--- src/rtl/aes_pkg.sv ---
// Shared AES-128 types, mode encodings and GF(2^8) helpers for the round-transform datapath.
package aes_pkg;

  localparam int unsigned BYTE_W   = 8;
  localparam int unsigned COL_W    = 32;
  localparam int unsigned STATE_W  = 128;
  localparam int unsigned NUM_COLS = 4;
  localparam int unsigned NUM_ROWS = 4;

  typedef logic [BYTE_W-1:0]  byte_t;
  typedef logic [COL_W-1:0]   col_t;
  typedef logic [STATE_W-1:0] state_t;

  localparam logic [1:0] MODE_ADD   = 2'b00;
  localparam logic [1:0] MODE_FINAL = 2'b01;
  localparam logic [1:0] MODE_ROUND = 2'b10;
  localparam logic [1:0] MODE_MIX   = 2'b11;

  // AES field polynomial x^8+x^4+x^3+x+1 with the x^8 term dropped
  localparam byte_t RED_POLY = 8'h1B;

  function automatic byte_t xtime(input byte_t x);
    return {x[6:0], 1'b0} ^ (x[7] ? RED_POLY : 8'h00);
  endfunction

  function automatic byte_t gf_mul(input byte_t a, input byte_t b);
    byte_t p;
    byte_t t;
    p = '0;
    t = a;
    for (int i = 0; i < int'(BYTE_W); i++) begin
      if (b[i]) p = p ^ t;
      t = xtime(t);
    end
    return p;
  endfunction

endpackage

--- src/rtl/mix_columns_if.sv ---
// Request/result bus between the AES round FSM and the mix_columns unit.
// The inv signal exists only when AES_INVERSE_EN is defined.
interface mix_columns_if;

  logic            in_valid;
  logic [1:0]      mode;
  aes_pkg::state_t state_in;
  aes_pkg::state_t key_in;
  logic            out_valid;
  aes_pkg::state_t state_out;
`ifdef AES_INVERSE_EN
  logic            inv;

  modport master (output in_valid, mode, state_in, key_in, inv,
                  input  out_valid, state_out);
  modport slave  (input  in_valid, mode, state_in, key_in, inv,
                  output out_valid, state_out);
`else
  modport master (output in_valid, mode, state_in, key_in,
                  input  out_valid, state_out);
  modport slave  (input  in_valid, mode, state_in, key_in,
                  output out_valid, state_out);
`endif

endinterface

--- src/rtl/mix_single_column.sv ---
// Combinational MixColumns on one 32-bit column (a0 in the MSBs).
// With AES_INVERSE_EN defined, inv_i selects InvMixColumns.
module mix_single_column
  import aes_pkg::*;
(
`ifdef AES_INVERSE_EN
  input  logic inv_i,
`endif
  input  col_t col_i,
  output col_t col_o
);

  byte_t a0, a1, a2, a3;
  byte_t x0, x1, x2, x3;
  col_t  fwd_c;

  assign a0 = col_i[31:24];
  assign a1 = col_i[23:16];
  assign a2 = col_i[15:8];
  assign a3 = col_i[7:0];

  assign x0 = xtime(a0);
  assign x1 = xtime(a1);
  assign x2 = xtime(a2);
  assign x3 = xtime(a3);

  // 3x is expanded as xtime(x)^x
  assign fwd_c = {x0 ^ x1 ^ a1 ^ a2 ^ a3,
                  a0 ^ x1 ^ x2 ^ a2 ^ a3,
                  a0 ^ a1 ^ x2 ^ x3 ^ a3,
                  x0 ^ a0 ^ a1 ^ a2 ^ x3};

`ifdef AES_INVERSE_EN
  col_t inv_c;

  assign inv_c = {gf_mul(a0, 8'h0e) ^ gf_mul(a1, 8'h0b) ^ gf_mul(a2, 8'h0d) ^ gf_mul(a3, 8'h09),
                  gf_mul(a0, 8'h09) ^ gf_mul(a1, 8'h0e) ^ gf_mul(a2, 8'h0b) ^ gf_mul(a3, 8'h0d),
                  gf_mul(a0, 8'h0d) ^ gf_mul(a1, 8'h09) ^ gf_mul(a2, 8'h0e) ^ gf_mul(a3, 8'h0b),
                  gf_mul(a0, 8'h0b) ^ gf_mul(a1, 8'h0d) ^ gf_mul(a2, 8'h09) ^ gf_mul(a3, 8'h0e)};

  assign col_o = inv_i ? inv_c : fwd_c;
`else
  assign col_o = fwd_c;
`endif

endmodule

--- src/rtl/mix_columns.sv ---
// Registered AES round transform: ShiftRows / MixColumns / AddRoundKey selected by mode, 1-cycle latency.
// Optional AES_INVERSE_EN adds bus.inv to select the inverse ShiftRows/MixColumns.
module mix_columns
  import aes_pkg::*;
(
  input logic         clk,
  input logic         reset,
  mix_columns_if.slave bus
);

  state_t sr_fwd_c;
  state_t sr_sel_c;
  state_t mc_in_c;
  state_t mc_out_c;
  state_t result_c;
  state_t state_d, state_q;
  logic   valid_d, valid_q;

`ifdef AES_INVERSE_EN
  state_t sr_inv_c;
`endif

  // Byte n sits at [127-8n -: 8]; row r = n%4, column c = n/4
  for (genvar n = 0; n < 16; n++) begin : g_shift
    localparam int unsigned R   = n % 4;
    localparam int unsigned C   = n / 4;
    localparam int unsigned FWD = 4 * ((C + R) % 4) + R;
    assign sr_fwd_c[127-8*n -: 8] = bus.state_in[127-8*FWD -: 8];
`ifdef AES_INVERSE_EN
    localparam int unsigned INV = 4 * ((C + 4 - R) % 4) + R;
    assign sr_inv_c[127-8*n -: 8] = bus.state_in[127-8*INV -: 8];
`endif
  end

`ifdef AES_INVERSE_EN
  assign sr_sel_c = bus.inv ? sr_inv_c : sr_fwd_c;
`else
  assign sr_sel_c = sr_fwd_c;
`endif

  // MIX-only mode skips ShiftRows
  assign mc_in_c = (bus.mode == MODE_MIX) ? bus.state_in : sr_sel_c;

  for (genvar c = 0; c < int'(NUM_COLS); c++) begin : g_col
    mix_single_column u_col (
`ifdef AES_INVERSE_EN
      .inv_i (bus.inv),
`endif
      .col_i (mc_in_c[127-32*c -: 32]),
      .col_o (mc_out_c[127-32*c -: 32])
    );
  end

  always_comb begin
    result_c = bus.state_in ^ bus.key_in;
    case (bus.mode)
      MODE_ADD:   result_c = bus.state_in ^ bus.key_in;
      MODE_FINAL: result_c = sr_sel_c ^ bus.key_in;
      MODE_ROUND: result_c = mc_out_c ^ bus.key_in;
      MODE_MIX:   result_c = mc_out_c;
      default:    result_c = bus.state_in ^ bus.key_in;
    endcase
  end

  // state_out holds its last value while idle
  always_comb begin
    valid_d = bus.in_valid;
    state_d = state_q;
    if (bus.in_valid) state_d = result_c;
  end

  always_ff @(posedge clk) begin
    if (reset) begin
      valid_q <= 1'b0;
      state_q <= '0;
    end else begin
      valid_q <= valid_d;
      state_q <= state_d;
    end
  end

  assign bus.out_valid = valid_q;
  assign bus.state_out = state_q;

endmodule

--- src/flat_wrapper.sv ---
// flat-port wrapper written by rule: the top's interface ports become plain ports
module mix_columns_flat import aes_pkg::*;
  (clk, reset, bus_in_valid, bus_mode, bus_state_in, bus_key_in, bus_out_valid, bus_state_out);
  mix_columns_if bus_i ();
  input logic clk;
  input logic reset;
  input wire logic [$bits(bus_i.in_valid)-1:0] bus_in_valid;
  input wire logic [$bits(bus_i.mode)-1:0] bus_mode;
  input wire logic [$bits(bus_i.state_in)-1:0] bus_state_in;
  input wire logic [$bits(bus_i.key_in)-1:0] bus_key_in;
  output wire logic [$bits(bus_i.out_valid)-1:0] bus_out_valid;
  output wire logic [$bits(bus_i.state_out)-1:0] bus_state_out;
  assign bus_i.in_valid = bus_in_valid;
  assign bus_i.mode = bus_mode;
  assign bus_i.state_in = bus_state_in;
  assign bus_i.key_in = bus_key_in;
  assign bus_out_valid = bus_i.out_valid;
  assign bus_state_out = bus_i.state_out;
  mix_columns u_core (.clk(clk), .reset(reset), .bus(bus_i));
endmodule
--- config.mk ---
export PLATFORM = sky130hd
export DESIGN_NAME = mix_columns_flat
export DESIGN_NICKNAME = d
export VERILOG_FILES = /design/src/rtl/aes_pkg.sv /design/src/rtl/mix_columns_if.sv /design/src/rtl/mix_single_column.sv /design/src/rtl/mix_columns.sv /design/src/flat_wrapper.sv
export SDC_FILE = /design/constraint.sdc
export NUM_CORES = 1
export LEC_CHECK = 0
export ABC_CLOCK_PERIOD_IN_PS = 2300
export BUFFER_PORTS_ARGS = -buffer_cell sky130_fd_sc_hd__buf_2
export CAP_MARGIN = 10
export CORE_MARGIN = 2
export CORE_UTILIZATION = 51
export DETAILED_ROUTE_END_ITERATION = 10
export PLACE_DENSITY = 0.82
export SLEW_MARGIN = 20
export SYNTH_ARGS = -nofsm -noshare
export SYNTH_HDL_FRONTEND = slang
export SYNTH_SLANG_ARGS = --single-unit
--- constraint.sdc ---
create_clock -name clk -period 2.3 [get_ports clk]
set_input_delay 0.23 -clock clk [delete_from_list [all_inputs] [get_ports clk]]
set_output_delay 0.23 -clock clk [all_outputs]
set_load 0.005 [all_outputs]
### Word level (Yosys, flattened, before mapping)

Cells that the tools add are included.

* register bits after elaboration: 129
* input bits: 261
* output and inout port bits: 129
* logic and storage cells: 107

* equality and inequality tests: 3
* muxes and demuxes: 18
* bitwise operators: 83
* reduce and logical (&&, ||, !) cells: 1

Operators with widths (number)
* $xor 8x8->8: 67
* $pmux 128 s4: 1
* $xor 128x128->128: 3
* $mux 120: 1
* $xor 8x5->8: 13
* $mux 5: 16
* $eq 2x2->1 const B: 2
* $eq 2x1->1 const B: 1
* $logic_not 2->1: 1

### Longest topological paths before layout

* word-level depth: 10
* depth in mapped cells: 13
* mapped depth without buffers: 9

### By module

From an unflattened synthesis, not the netlist that was laid out.

* cells, all modules: 1637
* area total of the unflattened synthesis: 15717.6 um^2

Modules (own cells, without submodules)
* mix_columns: times used 1, cells each 1297, area each 10417.5 um^2
* mix_single_column: times used 4, cells each 85, area each 1325.0 um^2

### Worst setup path before layout

Ideal clock, no wire load.

* path kind: input to register
* from: in bus_mode[0]
* to: reg u_core.state_q[23] (netlist: u_core.bus.state_out[23])
* library setup time: 0.141 ns
* arrival time: 2.154 ns
* path slack: 0.004 ns
* stages: 11
* cell sequence: ha_1 -> buf_6 -> buf_12 -> buf_12 -> buf_8 -> buf_2 -> nor2_1 -> clkbuf_1 -> nand3b_1 -> a41oi_1 -> a311oi_1

* cells in the longest elaborated chain, start to end: 9
* elaborated cells on any way between the ends: 13
* classes of those cells: eq/ne: 3; mux: 2; bitwise: 7; reduce/logical: 1

RTL lines
* from (decl): RTL line flat_wrapper.sv:8 `input wire logic [$bits(bus_i.mode)-1:0] bus_mode;`
* $eq 2x2->1: RTL line mix_columns.sv:42, mix_columns.sv:56
* $mux 120: RTL line mix_columns.sv:42 `assign mc_in_c = (bus.mode == MODE_MIX) ? bus.state_in : sr_sel_c;`
* $xor 8x5->8: RTL line aes_pkg.sv:23 `return {x[6:0], 1'b0} ^ (x[7] ? RED_POLY : 8'h00);`
* $xor 8x8->8 (4 in series): RTL line mix_single_column.sv:29 `a0 ^ x1 ^ x2 ^ a2 ^ a3,`
* $xor 128x128->128: RTL line mix_columns.sv:59 `MODE_ROUND: result_c = mc_out_c ^ bus.key_in;`
* $pmux 128 s4 (*): RTL line mix_columns.sv:56 `case (bus.mode)`
* to (signal assigned): RTL line mix_columns.sv:78 `state_q <= state_d;`
* to (decl): RTL line mix_columns.sv:16 `state_t state_d, state_q;`

Every way passes the cells marked *; elsewhere a longest branch is shown, timed or not.
A chain may end at the register's enable or synchronous reset.

### Worst setup path after layout

* from: in bus_mode[1]
* to: reg u_core.state_q[59] (netlist: u_core.bus.state_out[59])

* cells in the longest elaborated chain, start to end: 10
* elaborated cells on any way between the ends: 13
* classes of those cells: eq/ne: 3; mux: 3; bitwise: 6; reduce/logical: 1

RTL lines
* $eq 2x2->1: RTL line mix_columns.sv:42, mix_columns.sv:56
* $mux 120: RTL line mix_columns.sv:42
* $mux 5: RTL line aes_pkg.sv:23
* $xor 8x5->8: RTL line aes_pkg.sv:23
* $xor 8x8->8 (4 in series): RTL line mix_single_column.sv:28 `assign fwd_c = {x0 ^ x1 ^ a1 ^ a2 ^ a3,`
* $xor 128x128->128: RTL line mix_columns.sv:59
* $pmux 128 s4 (*): RTL line mix_columns.sv:56

Marked as above.

==> key figures <==
Status
  • Status: completed

CTS
  • Inserted Clock Buffers: 17
  • CTS Root Cell: clkbuf_16
  • H-Tree Level Count: 4
  • CTS tree: built
  • CTS Buffer Depth: 2
  • Clock latency on the worst-skew pair: 0.47 ns
  • CTS Sinks: 129
  • Clock Pin Slew Worst Setup and Hold Paths: 0.06 ns

Placed design
  • GP Congestion: 1.02
  • DP Worst Slack: -0.486 ns
  • Port Buffers: just under 400
  • Placed cell areas: 0.0221 sq mm
  • Post-DP HPWL: between 60000 and 70000 microns

Timing
  • Max Slew Vio Count: 0
  • Fmax: 437 MHz
  • Worst Tran Pin Value: 0.790 ns
  • PnR worst setup slack: 0.0116 ns
  • Clock Skew: 0 ns
  • Final Hold Fails: 0
  • Final setup fails: 0
  • Slew HR: between 40% and 50%
  • Final worst path period share: between 90 and 100%
  • Final min period: 2.29 ns

Global routing
  • Initial antenna violation count: 5
  • Remaining Overflow, GRT: 0
  • Total GRT Usage: 48.0%
  • Largest net degree at the start of global routing: 92
  • Number of global-route vias before repair: approximately 20000
  • First-pass GRT wire length: 126000 microns

Critical path
  • Crit path max fanout: 8
  • Worst EP required: 2.69 ns
  • Startpoint types: input port
  • Crit Path Category: input port to flip-flop
  • Crit end category: flip-flop
  • Worst Path Arrival: 2.67 ns

Final layout
  • Ant diodes: 0
  • Area delta synth->final: 32.5%
  • Final Net Count: 3017
  • Design area: 0.0229 sq mm
  • Final Core Density: around two thirds
  • Share of cells above drive strength 1: 32.8%

Synth
  • Number of enable flip-flop cells after synthesis: 0
  • Post-synthesis cell area: 0.0173 sq mm
  • Syn avg cell area: between 7 and 8 sq um
  • Post-synth top flop: dfxtp_1
  • Register area share after synthesis: 14.9%
  • #FFs+latches synth: 129
  • Distinct cells, synth: 80
  • Syn Inst Count: 2187
  • Yosys warns: 0
  • Synth async-reset ratio: 0%
  • Post-synthesis net count: roughly 2500

Pwr
  • Pleak: just under 10 nW
  • VDD IR max: 0.659 mV
  • Overall power: ~14 mW
  • PD cells: 617 mW/mm^2

Floorplan
  • Die height: 188 microns
  • Die X: 188 microns
  • # IOs: 390
  • Num rows: 67
  • Initial Util: 51.7%
  • DIE AREA: about 0.035 sq mm
  • Std-Cell Core Area: ~0.033 sq mm

Flow run
  • Max cap viols: 0

Detailed routing
  • Drt via density: 6.53
  • WL/cell: 27.2 microns
  • Final wirelength: 87500 microns
  • Via count: approximately 21000
  • DRC Markers: 0
  • Router iterations before antenna repair: 9
  • Final ANT Viol Nets: 0
  • Initial DRC Count: about 2800

Min path
  • Hold Path Class: input port to flip-flop
-- synth_stat cells, types with 8 or more instances --
library cell / number / share of area, %
xnor2_1: 315 / 16
nor2_1: 243 / 5.3
clkbuf_1: 176 / 3.8
xor2_1: 169 / 8.6
dfxtp_1: 129 / 15
mux2i_1: 110 / 6.4
a21oi_1: 105 / 3.0
o21ai_0: 100 / 2.9
nand2_1: 96 / 2.1
a311oi_1: 58 / 2.9
a211oi_1: 50 / 2.2
a22o_1: 42 / 2.1
a22oi_1: 40 / 1.7
a31oi_1: 36 / 1.3
nor4_1: 36 / 1.3
buf_2: 35 / 1.0
a32o_1: 30 / 1.7
nand3_1: 23 / 0.67
nor2b_1: 23 / 0.83
nor3_1: 23 / 0.67
xnor2_2: 22 / 2.1
inv_1: 19 / 0.41
o2111ai_1: 19 / 0.96
a221oi_1: 18 / 0.91
nand2b_1: 18 / 0.65
xnor3_1: 18 / 2.3
buf_1: 17 / 0.37
mux2i_2: 17 / 1.4
o32a_1: 14 / 0.81
a41oi_1: 12 / 0.61
and2_1: 12 / 0.43
o211ai_1: 11 / 0.48
buf_4: 9 / 0.39
o21ai_1: 9 / 0.26
a2111oi_0: 8 / 0.41
-- layout make-up --
| cell class | instances | area, sq um |
|---|---|---|
| Sequential cell | 129 | 2580 |
| Clock buffer | 23 | 488 |
| Clock inverter | 9 | 176 |
| Multi-Input combinational cell | 1790 | 13600 |
| Timing Repair Buffer | 793 | 5370 |
| Tap cell | 448 | 561 |
| Fill cell | 2803 | 10500 |
| Inverter | 21 | 88.8 |
-- power breakdown --
| group | internal [mW] | leakage [nW] | switching (mW) |
|---|---|---|---|
| clock | 2.04 | 0.323 | 1.24 |
| sequential | 2.50 | 1.07 | 0.170 |
| combinational | 3.73 | 8.51 | 4.46 |
| total | 8.27 | 9.90 | 5.87 |
-- sequential cells by signal (all words and copies together) (netlist names) --
signal,count
u_core.bus.state_out,128
u_core.bus.out_valid,1
-- kinds of logic (layout without fill, tap and decap cells) --
logic type | count (synthesis) | in the layout | share of synthesized area (%)
XOR/XNOR | 533 | 533 | 30.2
adder cells (fa/ha/maj) | 4 | 4 | 0.289
AO/OA/AOI/OAI | 622 | 622 | 26.1
AND/OR/NAND/NOR | 495 | 495 | 12.8
buffers and inverters | 268 | 846 | 6.93
flip-flops | 129 | 129 | 14.9
multiplexers | 136 | 136 | 8.76
-- timing repair --
item,CTS,global route
cloned,0,0
resized for setup,1,17
endpoints found under the setup margin,1,39
hold buffers,6,0
pin swaps,0,1
hold endpoints to repair,6,0
setup buffers,0,2
-- cells in the final DEF, fill, tap and decap left out, types with 19 or more instances in the layout --
cell type  netlist  final
nor3_1          23     23
a22o_1          42     42
xor2_1         169    168
o21ai_0        100    100
xnor2_1        315    312
a31oi_1         36     36
a22oi_1         40     40
buf_12           4     30
nand2_1         96     96
a211oi_1        50     50
nor2b_1         23     20
a32o_1          30     30
nand3_1         23     23
a21oi_1        105    105
mux2i_2         17     23
inv_1           19     19
nor4_1          36     36
dfxtp_1        129    129
nor2_1         243    242
buf_2           35    388
mux2i_1        110    103
o2111ai_1       19     19
buf_4            9    369
a311oi_1        58     58
xnor2_2         22     25
-- worst max-delay path, cell delays in order --
cell and delay [ns]:
buf_2 0.14, ha_4 0.19, buf_12 0.15, buf_4 0.17, buf_4 0.13, mux2i_2 0.29, xnor3_1 0.47, xor3_2 0.29
a21boi_0 0.22, a21oi_1 0.09, a2bb2oi_1 0.13, o21ai_0 0.16
-- routing by layer --
metal  GRT usage, %  share of wire (%)
met1           62.1                 38
met2           73.6                 43
met3           12.3                 13
met4           24.6                6.0
met5              0              0.046
-- final timing paths --
check	slack, ns	endpoint	cells after the start	start
setup / recovery	0.01	u_core.bus.state_out[59]	12	bus_mode[1]
hold reg to reg	0.46	u_core.bus.state_out[13]	2	u_core.bus.state_out[13]
hold / removal	0.02	u_core.bus.state_out[92]	2	bus_key_in[92]
setup reg to reg	1.22	u_core.bus.state_out[92]	4	u_core.bus.state_out[92]
-- stage by stage --
stage	setup TNS, ns	hold slack [ns]	cells
after CTS	0	0.000252	3211
after detailed placement	-33.44	0.447	3173
final	0	0.0162	3213
after global placement	-27.26	0.431	3173
after floorplan	0	0.330	2187
after global routing	-0.0263	0.00756	3213
Note: power is estimated with default switching activity, not from simulation.
